--- config.mk ---
export PLATFORM = sky130hd
export DESIGN_NAME = chip_valve_seq_flat
export DESIGN_NICKNAME = d
export VERILOG_FILES = /design/src/rtl/chip_seq_pkg.sv /design/src/rtl/chip_valve_seq_if.sv /design/src/rtl/chip_pump_phaser.sv /design/src/rtl/chip_valve_seq.sv /design/src/flat_wrapper.sv
export SDC_FILE = /design/constraint.sdc
export NUM_CORES = 1
export LEC_CHECK = 0
export CORE_MARGIN = 2
export CORE_UTILIZATION = 25
export CTS_CLUSTER_DIAMETER = 30
export CTS_CLUSTER_SIZE = 20
export DETAILED_ROUTE_END_ITERATION = 8
export GPL_TIMING_DRIVEN = 0
export HOLD_SLACK_MARGIN = 0.08
export PLACE_DENSITY_LB_ADDON = 0.25
export SLEW_MARGIN = 30
export SYNTH_ARGS = -nofsm -noshare
export SYNTH_HDL_FRONTEND = slang
export SYNTH_SLANG_ARGS = --single-unit
--- constraint.sdc ---
create_clock -name clk -period 5 [get_ports clk]
set_input_delay 1.5 -clock clk [delete_from_list [all_inputs] [get_ports clk]]
set_output_delay 1.5 -clock clk [all_outputs]
set_load 0.03 [all_outputs]
--- src/rtl/chip_seq_pkg.sv ---
// Shared types and constants for the ChIP valve/pump sequencer.
package chip_seq_pkg;

    typedef enum logic [1:0] {
        OpFill    = 2'd0,
        OpPump    = 2'd1,
        OpFlush   = 2'd2,
        OpCollect = 2'd3
    } op_e;

    typedef enum logic [1:0] {
        StIdle,
        StOpen,
        StRun,
        StClose
    } state_e;

    // Actuation level that closes a valve.
    localparam logic CLOSED = 1'b1;

    function automatic int unsigned clog2_min1(input int unsigned v);
        return (v > 1) ? $clog2(v) : 1;
    endfunction

endpackage

--- src/rtl/chip_valve_seq_if.sv ---
// Command and pad-control bundle of chip_valve_seq; abort exists only with CHIP_SEQ_ABORT_EN.
interface chip_valve_seq_if
    import chip_seq_pkg::*;
#(
    parameter int unsigned SIZE        = 3,
    parameter int unsigned PUMP_PHASES = 3,
    parameter int unsigned CNT_W       = 16
);
    localparam int unsigned CH_W = clog2_min1(SIZE);

    logic                   cmd_valid;
    logic                   cmd_ready;
    op_e                    cmd_op;
    logic [CH_W-1:0]        cmd_chan;
    logic [CNT_W-1:0]       cmd_len;
    logic                   busy;
    logic                   done;
    logic                   err;
    logic [SIZE-1:0]        ctrl_inlet;
    logic [SIZE-1:0]        ctrl_outlet;
    logic [SIZE-1:0]        ctrl_flush;
    logic [SIZE-1:0]        ctrl_collect;
    logic [PUMP_PHASES-1:0] pump;

`ifdef CHIP_SEQ_ABORT_EN
    logic                   abort;

    modport master (
        output cmd_valid, cmd_op, cmd_chan, cmd_len, abort,
        input  cmd_ready, busy, done, err,
        input  ctrl_inlet, ctrl_outlet, ctrl_flush, ctrl_collect, pump
    );

    modport slave (
        input  cmd_valid, cmd_op, cmd_chan, cmd_len, abort,
        output cmd_ready, busy, done, err,
        output ctrl_inlet, ctrl_outlet, ctrl_flush, ctrl_collect, pump
    );
`else
    modport master (
        output cmd_valid, cmd_op, cmd_chan, cmd_len,
        input  cmd_ready, busy, done, err,
        input  ctrl_inlet, ctrl_outlet, ctrl_flush, ctrl_collect, pump
    );

    modport slave (
        input  cmd_valid, cmd_op, cmd_chan, cmd_len,
        output cmd_ready, busy, done, err,
        output ctrl_inlet, ctrl_outlet, ctrl_flush, ctrl_collect, pump
    );
`endif

endinterface

--- src/rtl/chip_pump_phaser.sv ---
// Rotating one-cold peristaltic pump pattern; o_step marks the last cycle of each phase.
module chip_pump_phaser
    import chip_seq_pkg::*;
#(
    parameter int unsigned PUMP_PHASES = 3,
    parameter int unsigned PHASE_DIV   = 4
) (
    input  logic                   clk,
    input  logic                   rst,
    input  logic                   i_en,
    output logic [PUMP_PHASES-1:0] o_pattern,
    output logic                   o_step
);
    localparam int unsigned DivW = clog2_min1(PHASE_DIV);
    localparam int unsigned PhW  = clog2_min1(PUMP_PHASES);

    logic                   r_active, w_active_d;
    logic [DivW-1:0]        r_div, w_div_d;
    logic [PhW-1:0]         r_phase, w_phase_d;
    logic [PUMP_PHASES-1:0] r_pattern, w_pattern_d;
    logic                   w_step;

    // i_en reflects the next cycle, so the registers always describe the current cycle.
    always_comb begin
        w_step     = r_active && (r_div == DivW'(PHASE_DIV - 1));
        w_active_d = i_en;
        w_div_d    = '0;
        w_phase_d  = '0;
        if (i_en && r_active) begin
            if (w_step) begin
                w_phase_d = (r_phase == PhW'(PUMP_PHASES - 1)) ? '0 : r_phase + 1'b1;
            end else begin
                w_div_d   = r_div + 1'b1;
                w_phase_d = r_phase;
            end
        end
        w_pattern_d = i_en ? ~(PUMP_PHASES'(1) << w_phase_d) : {PUMP_PHASES{CLOSED}};
    end

    always_ff @(posedge clk) begin
        if (rst) begin
            r_active  <= 1'b0;
            r_div     <= '0;
            r_phase   <= '0;
            r_pattern <= {PUMP_PHASES{CLOSED}};
        end else begin
            r_active  <= w_active_d;
            r_div     <= w_div_d;
            r_phase   <= w_phase_d;
            r_pattern <= w_pattern_d;
        end
    end

    assign o_pattern = r_pattern;
    assign o_step    = w_step;

endmodule

--- src/rtl/chip_valve_seq.sv ---
// Valve/pump sequencer: IDLE -> OPEN -> RUN -> CLOSE with settle timing.
// Optional abort input enabled by defining CHIP_SEQ_ABORT_EN.
module chip_valve_seq
    import chip_seq_pkg::*;
#(
    parameter int unsigned SIZE        = 3,
    parameter int unsigned PUMP_PHASES = 3,
    parameter int unsigned CNT_W       = 16,
    parameter int unsigned SETTLE      = 2,
    parameter int unsigned PHASE_DIV   = 4
) (
    input  logic           clk,
    input  logic           rst,
    chip_valve_seq_if.slave bus
);
    localparam int unsigned      CH_W       = clog2_min1(SIZE);
    localparam logic [CNT_W-1:0] SettleLast = CNT_W'(SETTLE - 1);

    state_e           r_state, w_state_d;
    logic [CNT_W-1:0] r_cnt, w_cnt_d;
    logic [CNT_W-1:0] r_len, w_len_d;
    op_e              r_op, w_op_d;
    logic [CH_W-1:0]  r_chan, w_chan_d;

    logic             r_ready, r_busy, r_done, r_err;
    logic             w_ready_d, w_busy_d, w_done_d, w_err_d;
    logic [SIZE-1:0]  r_inlet, r_outlet, r_flush, r_collect;
    logic [SIZE-1:0]  w_inlet_d, w_outlet_d, w_flush_d, w_collect_d;
    logic [SIZE-1:0]  w_open_mask;

    logic                   w_pump_op, w_step, w_pump_en;
    logic [PUMP_PHASES-1:0] w_pump_pat;

    assign w_pump_op = (r_op == OpPump) || (r_op == OpCollect);
    assign w_pump_en = (w_state_d == StRun) && w_pump_op;

    chip_pump_phaser #(
        .PUMP_PHASES (PUMP_PHASES),
        .PHASE_DIV   (PHASE_DIV)
    ) u_phaser (
        .clk       (clk),
        .rst       (rst),
        .i_en      (w_pump_en),
        .o_pattern (w_pump_pat),
        .o_step    (w_step)
    );

    always_ff @(posedge clk) begin
        if (rst) begin
            r_state <= StIdle;
            r_cnt   <= '0;
            r_len   <= '0;
            r_op    <= OpFill;
            r_chan  <= '0;
        end else begin
            r_state <= w_state_d;
            r_cnt   <= w_cnt_d;
            r_len   <= w_len_d;
            r_op    <= w_op_d;
            r_chan  <= w_chan_d;
        end
    end

    always_comb begin
        w_state_d = r_state;
        w_cnt_d   = r_cnt;
        w_len_d   = r_len;
        w_op_d    = r_op;
        w_chan_d  = r_chan;
        w_done_d  = 1'b0;
        w_err_d   = 1'b0;
        unique case (r_state)
            StIdle: begin
                if (bus.cmd_valid) begin
                    if (32'(bus.cmd_chan) >= SIZE) begin
                        w_err_d = 1'b1;
                    end else if (bus.cmd_len == '0) begin
                        w_done_d = 1'b1;
                    end else begin
                        w_state_d = StOpen;
                        w_cnt_d   = SettleLast;
                        w_len_d   = bus.cmd_len;
                        w_op_d    = bus.cmd_op;
                        w_chan_d  = bus.cmd_chan;
                    end
                end
            end
            StOpen: begin
                if (r_cnt == '0) begin
                    w_state_d = StRun;
                    w_cnt_d   = r_len - 1'b1;
                end else begin
                    w_cnt_d = r_cnt - 1'b1;
                end
            end
            StRun: begin
                // Pump ops count phase steps; the phaser supplies the divided step pulse.
                if (!w_pump_op || w_step) begin
                    if (r_cnt == '0) begin
                        w_state_d = StClose;
                        w_cnt_d   = SettleLast;
                    end else begin
                        w_cnt_d = r_cnt - 1'b1;
                    end
                end
            end
            StClose: begin
                if (r_cnt == '0) begin
                    w_state_d = StIdle;
                end else begin
                    w_cnt_d = r_cnt - 1'b1;
                end
            end
        endcase
`ifdef CHIP_SEQ_ABORT_EN
        if (bus.abort && (r_state == StOpen || r_state == StRun)) begin
            w_state_d = StClose;
            w_cnt_d   = SettleLast;
        end
`endif
        w_done_d = w_done_d || (w_state_d == StClose && w_cnt_d == '0);
    end

    always_comb begin
        w_ready_d   = (w_state_d == StIdle);
        w_busy_d    = (w_state_d != StIdle);
        w_open_mask = ~(SIZE'(1) << w_chan_d);
        w_inlet_d   = {SIZE{CLOSED}};
        w_outlet_d  = {SIZE{CLOSED}};
        w_flush_d   = {SIZE{CLOSED}};
        w_collect_d = {SIZE{CLOSED}};
        if (w_state_d == StOpen || w_state_d == StRun) begin
            unique case (w_op_d)
                OpFill, OpPump: begin
                    w_inlet_d  = w_open_mask;
                    w_outlet_d = w_open_mask;
                end
                OpFlush: begin
                    w_flush_d  = w_open_mask;
                    w_outlet_d = w_open_mask;
                end
                OpCollect: begin
                    w_collect_d = w_open_mask;
                    w_inlet_d   = w_open_mask;
                end
            endcase
        end
    end

    always_ff @(posedge clk) begin
        if (rst) begin
            r_ready   <= 1'b1;
            r_busy    <= 1'b0;
            r_done    <= 1'b0;
            r_err     <= 1'b0;
            r_inlet   <= {SIZE{CLOSED}};
            r_outlet  <= {SIZE{CLOSED}};
            r_flush   <= {SIZE{CLOSED}};
            r_collect <= {SIZE{CLOSED}};
        end else begin
            r_ready   <= w_ready_d;
            r_busy    <= w_busy_d;
            r_done    <= w_done_d;
            r_err     <= w_err_d;
            r_inlet   <= w_inlet_d;
            r_outlet  <= w_outlet_d;
            r_flush   <= w_flush_d;
            r_collect <= w_collect_d;
        end
    end

    assign bus.cmd_ready    = r_ready;
    assign bus.busy         = r_busy;
    assign bus.done         = r_done;
    assign bus.err          = r_err;
    assign bus.ctrl_inlet   = r_inlet;
    assign bus.ctrl_outlet  = r_outlet;
    assign bus.ctrl_flush   = r_flush;
    assign bus.ctrl_collect = r_collect;
    assign bus.pump         = w_pump_pat;

endmodule
--- src/flat_wrapper.sv ---
// flat-port wrapper written by rule: the top's interface ports become plain ports
module chip_valve_seq_flat import chip_seq_pkg::*;
#(
    parameter int unsigned SIZE        = 3,
    parameter int unsigned PUMP_PHASES = 3,
    parameter int unsigned CNT_W       = 16,
    parameter int unsigned SETTLE      = 2,
    parameter int unsigned PHASE_DIV   = 4
)
  (clk, rst, bus_cmd_valid, bus_cmd_op, bus_cmd_chan, bus_cmd_len, bus_cmd_ready, bus_busy, bus_done, bus_err, bus_ctrl_inlet, bus_ctrl_outlet, bus_ctrl_flush, bus_ctrl_collect, bus_pump);
  chip_valve_seq_if #(.SIZE(SIZE), .PUMP_PHASES(PUMP_PHASES), .CNT_W(CNT_W)) bus_i ();
  input  logic clk;
  input  logic rst;
  input wire logic [$bits(bus_i.cmd_valid)-1:0] bus_cmd_valid;
  input wire logic [$bits(bus_i.cmd_op)-1:0] bus_cmd_op;
  input wire logic [$bits(bus_i.cmd_chan)-1:0] bus_cmd_chan;
  input wire logic [$bits(bus_i.cmd_len)-1:0] bus_cmd_len;
  output wire logic [$bits(bus_i.cmd_ready)-1:0] bus_cmd_ready;
  output wire logic [$bits(bus_i.busy)-1:0] bus_busy;
  output wire logic [$bits(bus_i.done)-1:0] bus_done;
  output wire logic [$bits(bus_i.err)-1:0] bus_err;
  output wire logic [$bits(bus_i.ctrl_inlet)-1:0] bus_ctrl_inlet;
  output wire logic [$bits(bus_i.ctrl_outlet)-1:0] bus_ctrl_outlet;
  output wire logic [$bits(bus_i.ctrl_flush)-1:0] bus_ctrl_flush;
  output wire logic [$bits(bus_i.ctrl_collect)-1:0] bus_ctrl_collect;
  output wire logic [$bits(bus_i.pump)-1:0] bus_pump;
  assign bus_i.cmd_valid = bus_cmd_valid;
  assign bus_i.cmd_op = bus_cmd_op;
  assign bus_i.cmd_chan = bus_cmd_chan;
  assign bus_i.cmd_len = bus_cmd_len;
  assign bus_cmd_ready = bus_i.cmd_ready;
  assign bus_busy = bus_i.busy;
  assign bus_done = bus_i.done;
  assign bus_err = bus_i.err;
  assign bus_ctrl_inlet = bus_i.ctrl_inlet;
  assign bus_ctrl_outlet = bus_i.ctrl_outlet;
  assign bus_ctrl_flush = bus_i.ctrl_flush;
  assign bus_ctrl_collect = bus_i.ctrl_collect;
  assign bus_pump = bus_i.pump;
  chip_valve_seq #(.SIZE(SIZE), .PUMP_PHASES(PUMP_PHASES), .CNT_W(CNT_W), .SETTLE(SETTLE), .PHASE_DIV(PHASE_DIV)) u_core (.clk(clk), .rst(rst), .bus(bus_i));
endmodule
==> results of run 1 <==
[power breakdown]
group / switching [mW] / leakage, nW / total (mW) / internal (mW)
Combinational: 1.12 / 0.852 / 1.74 / 0.621
Sequential: 0.106 / 0.506 / 0.706 / 0.599
Clock: 0.246 / 0.152 / 0.683 / 0.438
[timing repair]
action,in CTS,in global routing
resized for setup,0,2
hold buffers,0,0
endpoints found under the setup margin,0,10
[cell type report]
class	count	area [um^2]	area share (%)
inverter	11	41.3	0.997
buffer	22	86.3	2.09
clock buffer	9	225	5.44
tap	172	215	5.20
timing repair buffer	40	400	9.67
clock inverter	7	97.6	2.36
multi-input combinational	320	1830	44.3
sequential	62	1240	30.0
[placed cells by master (no fill, tap or decap), types with 3 or more instances in the layout]
| cell | Yosys | final |
|---|---|---|
| sky130_fd_sc_hd__xnor2_1 | 11 | 11 |
| sky130_fd_sc_hd__dfxtp_1 | 62 | 62 |
| sky130_fd_sc_hd__nor4_2 | 1 | 3 |
| sky130_fd_sc_hd__nor2_1 | 37 | 37 |
| sky130_fd_sc_hd__nand4_1 | 5 | 5 |
| sky130_fd_sc_hd__clkbuf_1 | 16 | 16 |
| sky130_fd_sc_hd__buf_1 | 3 | 3 |
| sky130_fd_sc_hd__nor3b_1 | 4 | 4 |
| sky130_fd_sc_hd__clkdlybuf4s50_1 | 0 | 40 |
| sky130_fd_sc_hd__a32oi_1 | 3 | 3 |
| sky130_fd_sc_hd__nor4_1 | 14 | 12 |
| sky130_fd_sc_hd__clkbuf_16 | 0 | 9 |
| sky130_fd_sc_hd__nor2b_1 | 6 | 6 |
| sky130_fd_sc_hd__o21ai_0 | 18 | 18 |
| sky130_fd_sc_hd__nand3_1 | 5 | 5 |
| sky130_fd_sc_hd__o31ai_1 | 7 | 7 |
| sky130_fd_sc_hd__o211ai_1 | 3 | 3 |
| sky130_fd_sc_hd__or3_1 | 6 | 6 |
| sky130_fd_sc_hd__ha_1 | 7 | 7 |
| sky130_fd_sc_hd__o22ai_1 | 3 | 3 |
| sky130_fd_sc_hd__or2_2 | 3 | 3 |
| sky130_fd_sc_hd__nand2b_1 | 3 | 3 |
| sky130_fd_sc_hd__a22oi_1 | 3 | 3 |
| sky130_fd_sc_hd__a21oi_1 | 41 | 41 |
| sky130_fd_sc_hd__nand2_1 | 79 | 79 |
| sky130_fd_sc_hd__nor3_1 | 18 | 18 |
| sky130_fd_sc_hd__inv_1 | 11 | 11 |
| sky130_fd_sc_hd__or4_1 | 5 | 5 |
| sky130_fd_sc_hd__xor2_1 | 4 | 4 |
[cell families (layout without fill, tap and decap cells)]
group / after synthesis / in the layout / synth area share (%)
and+or+nand+nor: 197 / 197 / 30.2
AOI/OAI and AO/OA: 98 / 98 / 18.9
DFF: 62 / 62 / 39.1
buffers and inverters: 33 / 89 / 4.02
xor gates and xnor gates: 15 / 15 / 4.13
adders and majority gates: 7 / 7 / 2.76
muxes: 3 / 3 / 0.984
[per-layer routing]
layer	global-route usage (%)	share of wire (%)	wire (um)	vias to the layer above
li1	-	-	-	1588
met1	20.4	48	4770	1503
met2	24.0	46	4590	98
met3	3.22	4.5	454	18
met4	6.75	2.3	226	0
met5	0	0	0	-
[worst paths after layout]
check / endpoint / slack (ps)
worst min register to register: u_core.u_phaser.r_div[0]$_SDFF_PP0_ / 430
worst max-delay path: u_core.bus.ctrl_collect[0]$_SDFF_PP1_ / 350
worst max register to register: u_core.bus.ctrl_collect[0]$_SDFF_PP1_ / 1110
worst min-delay path: u_core.u_phaser.r_div[0]$_SDFF_PP0_ / 430
[metrics by stage]
step	setup TNS [ps]	setup slack, ps	util, %	cell area [um^2]
2_1_floorplan	0	1150	-	3180
3_3_place_gp	-2190	-297	30.3	3790
3_5_place_dp	-2040	-310	30.4	3810
4_1_cts	0	50.3	33.0	4130
5_1_grt	0	42.8	33.1	4140
6_report	0	346	33.1	4140
[flip-flops by register name, summed over array words and instances (netlist names), 2 cells and up]
register	count
u_core.r_len	16
u_core.bus.ctrl_inlet	3
u_core.bus.ctrl_collect	3
u_core.r_chan	2
u_core.u_phaser.r_phase	2
u_core.r_op	2
u_core.bus.ctrl_outlet	3
u_core.r_state	2
u_core.u_phaser.o_pattern	3
u_core.r_cnt	16
u_core.u_phaser.r_div	2
u_core.bus.ctrl_flush	3
[worst max-delay path, cell delays in order]
cell and delay (ps):
sky130_fd_sc_hd__clkdlybuf4s50_1 420, sky130_fd_sc_hd__nor4_1 480, sky130_fd_sc_hd__nand4_1 280, sky130_fd_sc_hd__and2_1 260, sky130_fd_sc_hd__clkbuf_1 290, sky130_fd_sc_hd__buf_1 330, sky130_fd_sc_hd__a211oi_2 340, sky130_fd_sc_hd__ha_1 340
sky130_fd_sc_hd__nor4_1 520, sky130_fd_sc_hd__nand2_1 90
==> results.txt, run 1 <==
The count of endpoints failing hold in the final timing report came out at 0. When the netlist entered floorplanning its net count stood at ~450. In this run the worst path has a maximum fanout of 10. Among all flip-flop cells after synthesis, the most frequent one is sky130_fd_sc_hd__dfxtp_1.

In this run the power density over the cells is 756 nW/um^2. The max-cap check violation count is 0. The most critical setup path has its startpoint at bus_cmd_len[5].

For this block, the initial DRC count from the detailed router was 175. The worst endpoint required time came out at 5200 ps. The number of nets at the end of the flow is between 400 and 500. The total of flip-flops plus latches after synthesis is 62.

The clock latency on the worst-skew pair came out at 340 ps. The final critical-path required period came out at 4650 ps. The flow ran to the end, and the final reports show no timing, DRC or antenna violations. The async set-or-reset flop fraction in the synthesized netlist is 0%. The post-route clock period utilization came out at 93.1%. The clock tree skew after final layout is roughly 11 ps. Clock-pin slew was measured on the worst setup and hold paths at 60 ps.

The endpoint class of the critical path is a flip-flop. The Yosys warning count is 0. The proportion of layout cells with a drive suffix above 1 is 6.79%.

The final cell count without fillers came out at between 600 and 700. For this design the static power due to leakage is 1.51 nW. Yosys mapped a number of flops with a built-in enable equal to 0.

The worst reg-to-reg path cell count came out at 12. The estimated wirelength of the detail-placed design is 7590 um. The all-layer global routing usage came out at ~15%. The relative max-transition margin is 52.6%. The floorplan step defined a die boundary enclosing 13600 um^2.

The number of slew-limit violations in the final report came out at 0. In this run the deepest clock path goes through 2 buffers. The number of vias per cell after detailed routing is 4.99.

The pin slew with the least headroom to its limit came out at 706 ps. The synthesized netlist cell count is 415. After synthesis, the cell types taking the most area are sky130_fd_sc_hd__dfxtp_1, sky130_fd_sc_hd__nand2_1, sky130_fd_sc_hd__a21oi_1. The first global-routing pass estimated ~16000 um of wire. The total I/O pin count came out at 42. The critical hold path startpoint is u_core.u_phaser.r_div[0]$_SDFF_PP0_.

The clock net in this run drives a total of 62 sinks. Including well taps, the total number of placed cells is 627. TritonCTS built the clock tree. The fmax came out at 215 MHz.

The number of antenna violations at the first check in global routing was 0. The number of inserted filler cells in the final layout is 1354. The commonest cells after synthesis are sky130_fd_sc_hd__nand2_1, sky130_fd_sc_hd__dfxtp_1, sky130_fd_sc_hd__a21oi_1. The synthesized design devotes to its leading area cell type 39.1% of total area. The worst path arrival time is slightly below 5000 ps.

The via count of the routed design is 3207. The reg-to-reg critical path startpoint is u_core.r_cnt[0]$_SDFF_PP0_. Buffers inserted during clock tree synthesis total 9. Post-CTS timing repair inserted 0 buffers for setup. The number of remaining DRC errors is 0. The final number of setup-violating endpoints came out at 0. Entering global routing, the biggest net connects 13 pins. The average instance in the mapped netlist occupies 7.66 um^2. The layout-stage area growth over the synthesis result came out at 30.3%. Across the VDD grid, the largest voltage drop is 0.000211 V. Setup repair after global routing left no endpoint under its margin. After detailed routing, the total wire length is 10000 um. The placer congestion estimate came out at 0.908. The pre-antenna-repair detailed-routing pass consisted of 5 iterations. The hold-critical path depth came out at 1. Sequential cells were found to cover 39.1% of the synthesized design area. The number of routed nets with antenna violations came out at 0. The minimum hold slack is 428 ps.

The core area is 12500 um^2. The antenna diode instance count is 0. The horizontal extent of the die is 117 um.

Synthesis instantiated 55 different standard cells from the library. The overall die height came out at 117 um. The path class of the tightest hold or removal check is flip-flop to flip-flop. Total power for the finished layout comes to 3.13 mW. The library cell used as clock root buffer is sky130_fd_sc_hd__clkbuf_16. The type of the worst setup path is input pin to flip-flop. The number of port buffers came out at 40. The most area-hungry cell type in the Yosys netlist is sky130_fd_sc_hd__dfxtp_1.

The worst setup path is launched from an input pin. The number of H-tree branching levels is 3. The placement row count is 41.

The effective utilization at floorplan came out at 25.4%. The sum of overflow across all layers after global routing came out at 0. The number of global-route vias before repair came out at 3053. In the final routed layout, each cell accounts on average for 15.6 um. The most used standard cell by instance count after synthesis is sky130_fd_sc_hd__nand2_1. Summing every instance area after synthesis gives 3180 um^2.
Power figures use the tool's default switching activity.
==> run 2: changes to the inputs <==
- CTS_BUF_LIST: not set -> sky130_fd_sc_hd__clkbuf_8
==> run 2 against run 1 <==
  * Hold slack improved by 4.8 ps
  * First-iteration DRC count rose by 23%
  * Global-route usage barely moved
  * Total power fell by 5.8%
  * Clock power fell by 26%
  * Flip-flop and latch count did not move
  * Sequential share of layout area rose by 0.75 points
  * Register-to-register slack got worse by 40 ps
  * Utilization fell by 0.81 points
  * Fmax rose by 0.86%
  * Wire length fell by 0.41%
  * Critical endpoint unchanged
  * Largest power group unchanged
  * Highest routed layer unchanged
==> results.txt, run 2 (synthesized netlist as in run 1, its figures left out) <==
The clock latency on the worst-skew pair is between 300 and 400 ps. The maximum number of pins on one net before global-route repair came out at 13. Clock tree synthesis selected as its root buffer the cell sky130_fd_sc_hd__clkbuf_8.

The detailed router's first-iteration violation count came out at 215. The post-route clock period utilization is 92.3%. Using the TritonRoute via totals, the vias-per-cell ratio works out to 5.00. Setup repair after global routing left no endpoint under its margin.

The setup path with the least slack is of type input pin to flip-flop. The placer congestion estimate came out at about 0.91. The count of endpoints failing hold in the final timing report came to 0. The via count of the routed design came out at roughly 3200. Hold is met by approximately 430 ps. The most common cell after layout, fill and taps aside is sky130_fd_sc_hd__nand2_1. The clock tree skew after final layout came out at 16.1 ps. The final number of setup-violating endpoints is 0.

Summing all flip-flop and latch instances after layout gives 1240 um^2. The number of port buffers came out at 40. The power per cell area is approximately 730 nW/um^2. The estimated wirelength of the detail-placed design came out at 7590 um.

The detailed-route wire length is 10000 um. The first-pass GRT wire length is around 16000 um. The worst vdd rail ir drop is 0.000187 V. Of all nets on the critical path, the largest fanout is 10. The area of the multi-input gates came out at around 1800 um^2. The die is 117 um tall.

The effective utilization at floorplan came out at 25.4%. The routed wire length per instance is 15.6 um. For the worst setup path, the data required time is 5220 ps. The number of detailed-route iterations in the first pass is 5.

The total design power came out at 2.95 mW. The area of the die came out at 13600 um^2. The proportion of layout cells with a drive suffix above 1 is 6.79%. The number of slew-limit violations in the final report is 0. The type of the most critical hold path is flip-flop to flip-flop. The final critical-path required period came out at between 4000 and 5000 ps. The clock tree synthesis step divided the H-tree into 3 levels. In the routed design, unresolved DRC markers number 0. The horizontal extent of the die came out at ~120 um.

The number of global-route vias before repair is 3058. The total I/O pin count came out at 42. STA classifies the critical path startpoint as an input pin. The largest registers in the layout are u_core.r_cnt (16), u_core.r_len (16).

The TritonCTS clock tree is done. The clock net sink count came out at 62. The endpoint class of the critical path is a flip-flop.

Max-cap violations in this run came to 0. The pin slew with the least headroom to its limit came out at 716 ps. The initialized floorplan defines 41 standard-cell rows. The all-layer global routing usage is 15.3%. After clock tree synthesis, the clock-pin slew on the worst setup and hold paths is around 80 ps. The library cells used most frequently in the layout, excluding fill and tap cells, are sky130_fd_sc_hd__nand2_1, sky130_fd_sc_hd__dfxtp_1, sky130_fd_sc_hd__a21oi_1. The sum of overflow across all layers after global routing is 0. The relative max-transition margin came out at 51.9%. Once detail routing completed, the nets flagged for antenna violations numbered 0. The run finished with clean final reports. The fmax is 217 MHz.

The number of buffers created by CTS is 9. The number of buffers on the longest clock path came out at 2. The leakage component of the power is 1.46 nW. The number of inserted filler cells in the final layout came out at 1360.

The floorplan step defined a core boundary enclosing about 13000 um^2. The number of antenna violations at the first check in global routing is 0. The number of nets at the end of the flow is 496.

The layout-stage area growth over the synthesis result came out at 27.1%. 0 antenna diodes ended up in the layout. STA puts the critical path data arrival time at approximately 4800 ps.

The reg-to-reg setup timing slack is around 1100 ps.
run 2: cell counts in the layout (fill, tap and decap cells not counted):
Identical to the previous run, type by type.
run 2: where the power goes:
group	switching (mW)	internal, mW	total (mW)
combinational	1.12	0.621	1.74
clock	0.221	0.282	0.503
sequential	0.107	0.598	0.706
total	1.45	1.50	2.95
run 2: routing by layer:
layer / vias up / part of all wire (%) / GRT usage, % / wire length (um)
met3: 18 / 4.7 / 3.17 / 465
met4: 0 / 2.1 / 6.67 / 211
met1: 1521 / 47 / 20.5 / 4730
met2: 90 / 46 / 23.9 / 4590
met5: - / 0 / 0 / 0
li1: 1585 / - / - / -
run 2: worst paths after layout:
kind / startpoint / to / cells past startpoint
min: u_core.u_phaser.r_div[0]$_SDFF_PP0_ / u_core.u_phaser.r_div[0]$_SDFF_PP0_ / 1
min reg2reg: u_core.u_phaser.r_div[0]$_SDFF_PP0_ / u_core.u_phaser.r_div[0]$_SDFF_PP0_ / 1
max reg2reg: u_core.r_cnt[0]$_SDFF_PP0_ / u_core.bus.ctrl_collect[0]$_SDFF_PP1_ / 12
max: bus_cmd_len[5] / u_core.bus.ctrl_collect[0]$_SDFF_PP1_ / 10
run 2: area by class of cell:
cell class,count,area share [%]
Inverter,11,1.02
Multi-Input combinational cell,320,45.4
Clock inverter,7,2.42
Sequential cell,62,30.7
Buffer,22,2.14
Timing Repair Buffer,40,9.91
Clock buffer,9,3.07
Tap cell,172,5.33
run 2: repair_timing:
item / CTS / global route
endpoints found under the setup margin: 0 / 7
gates resized for setup: 0 / 2
hold buffers: 0 / 0
setup buffers: 0 / 0
run 2: stage by stage:
stage          std cells  utilization, %  cell area (um^2)  setup TNS [ps]  setup WS (ps)
2_1_floorplan        415               -              3180               0           1150
3_3_place_gp         627            30.3              3790           -2190           -297
3_5_place_dp         627            30.4              3810           -2040           -310
4_1_cts              643            32.2              4030               0           72.7
5_1_grt              643            32.3              4040               0           68.1
6_report             643            32.3              4040               0            386
run 2: critical path, cell delays in order:
cell	delay [ps]
sky130_fd_sc_hd__clkdlybuf4s50_1	420
sky130_fd_sc_hd__nor4_1	460
sky130_fd_sc_hd__nand4_1	270
sky130_fd_sc_hd__and2_1	250
sky130_fd_sc_hd__clkbuf_1	280
sky130_fd_sc_hd__buf_1	330
sky130_fd_sc_hd__a211oi_2	340
sky130_fd_sc_hd__ha_1	340
sky130_fd_sc_hd__nor4_1	540
sky130_fd_sc_hd__nand2_1	90
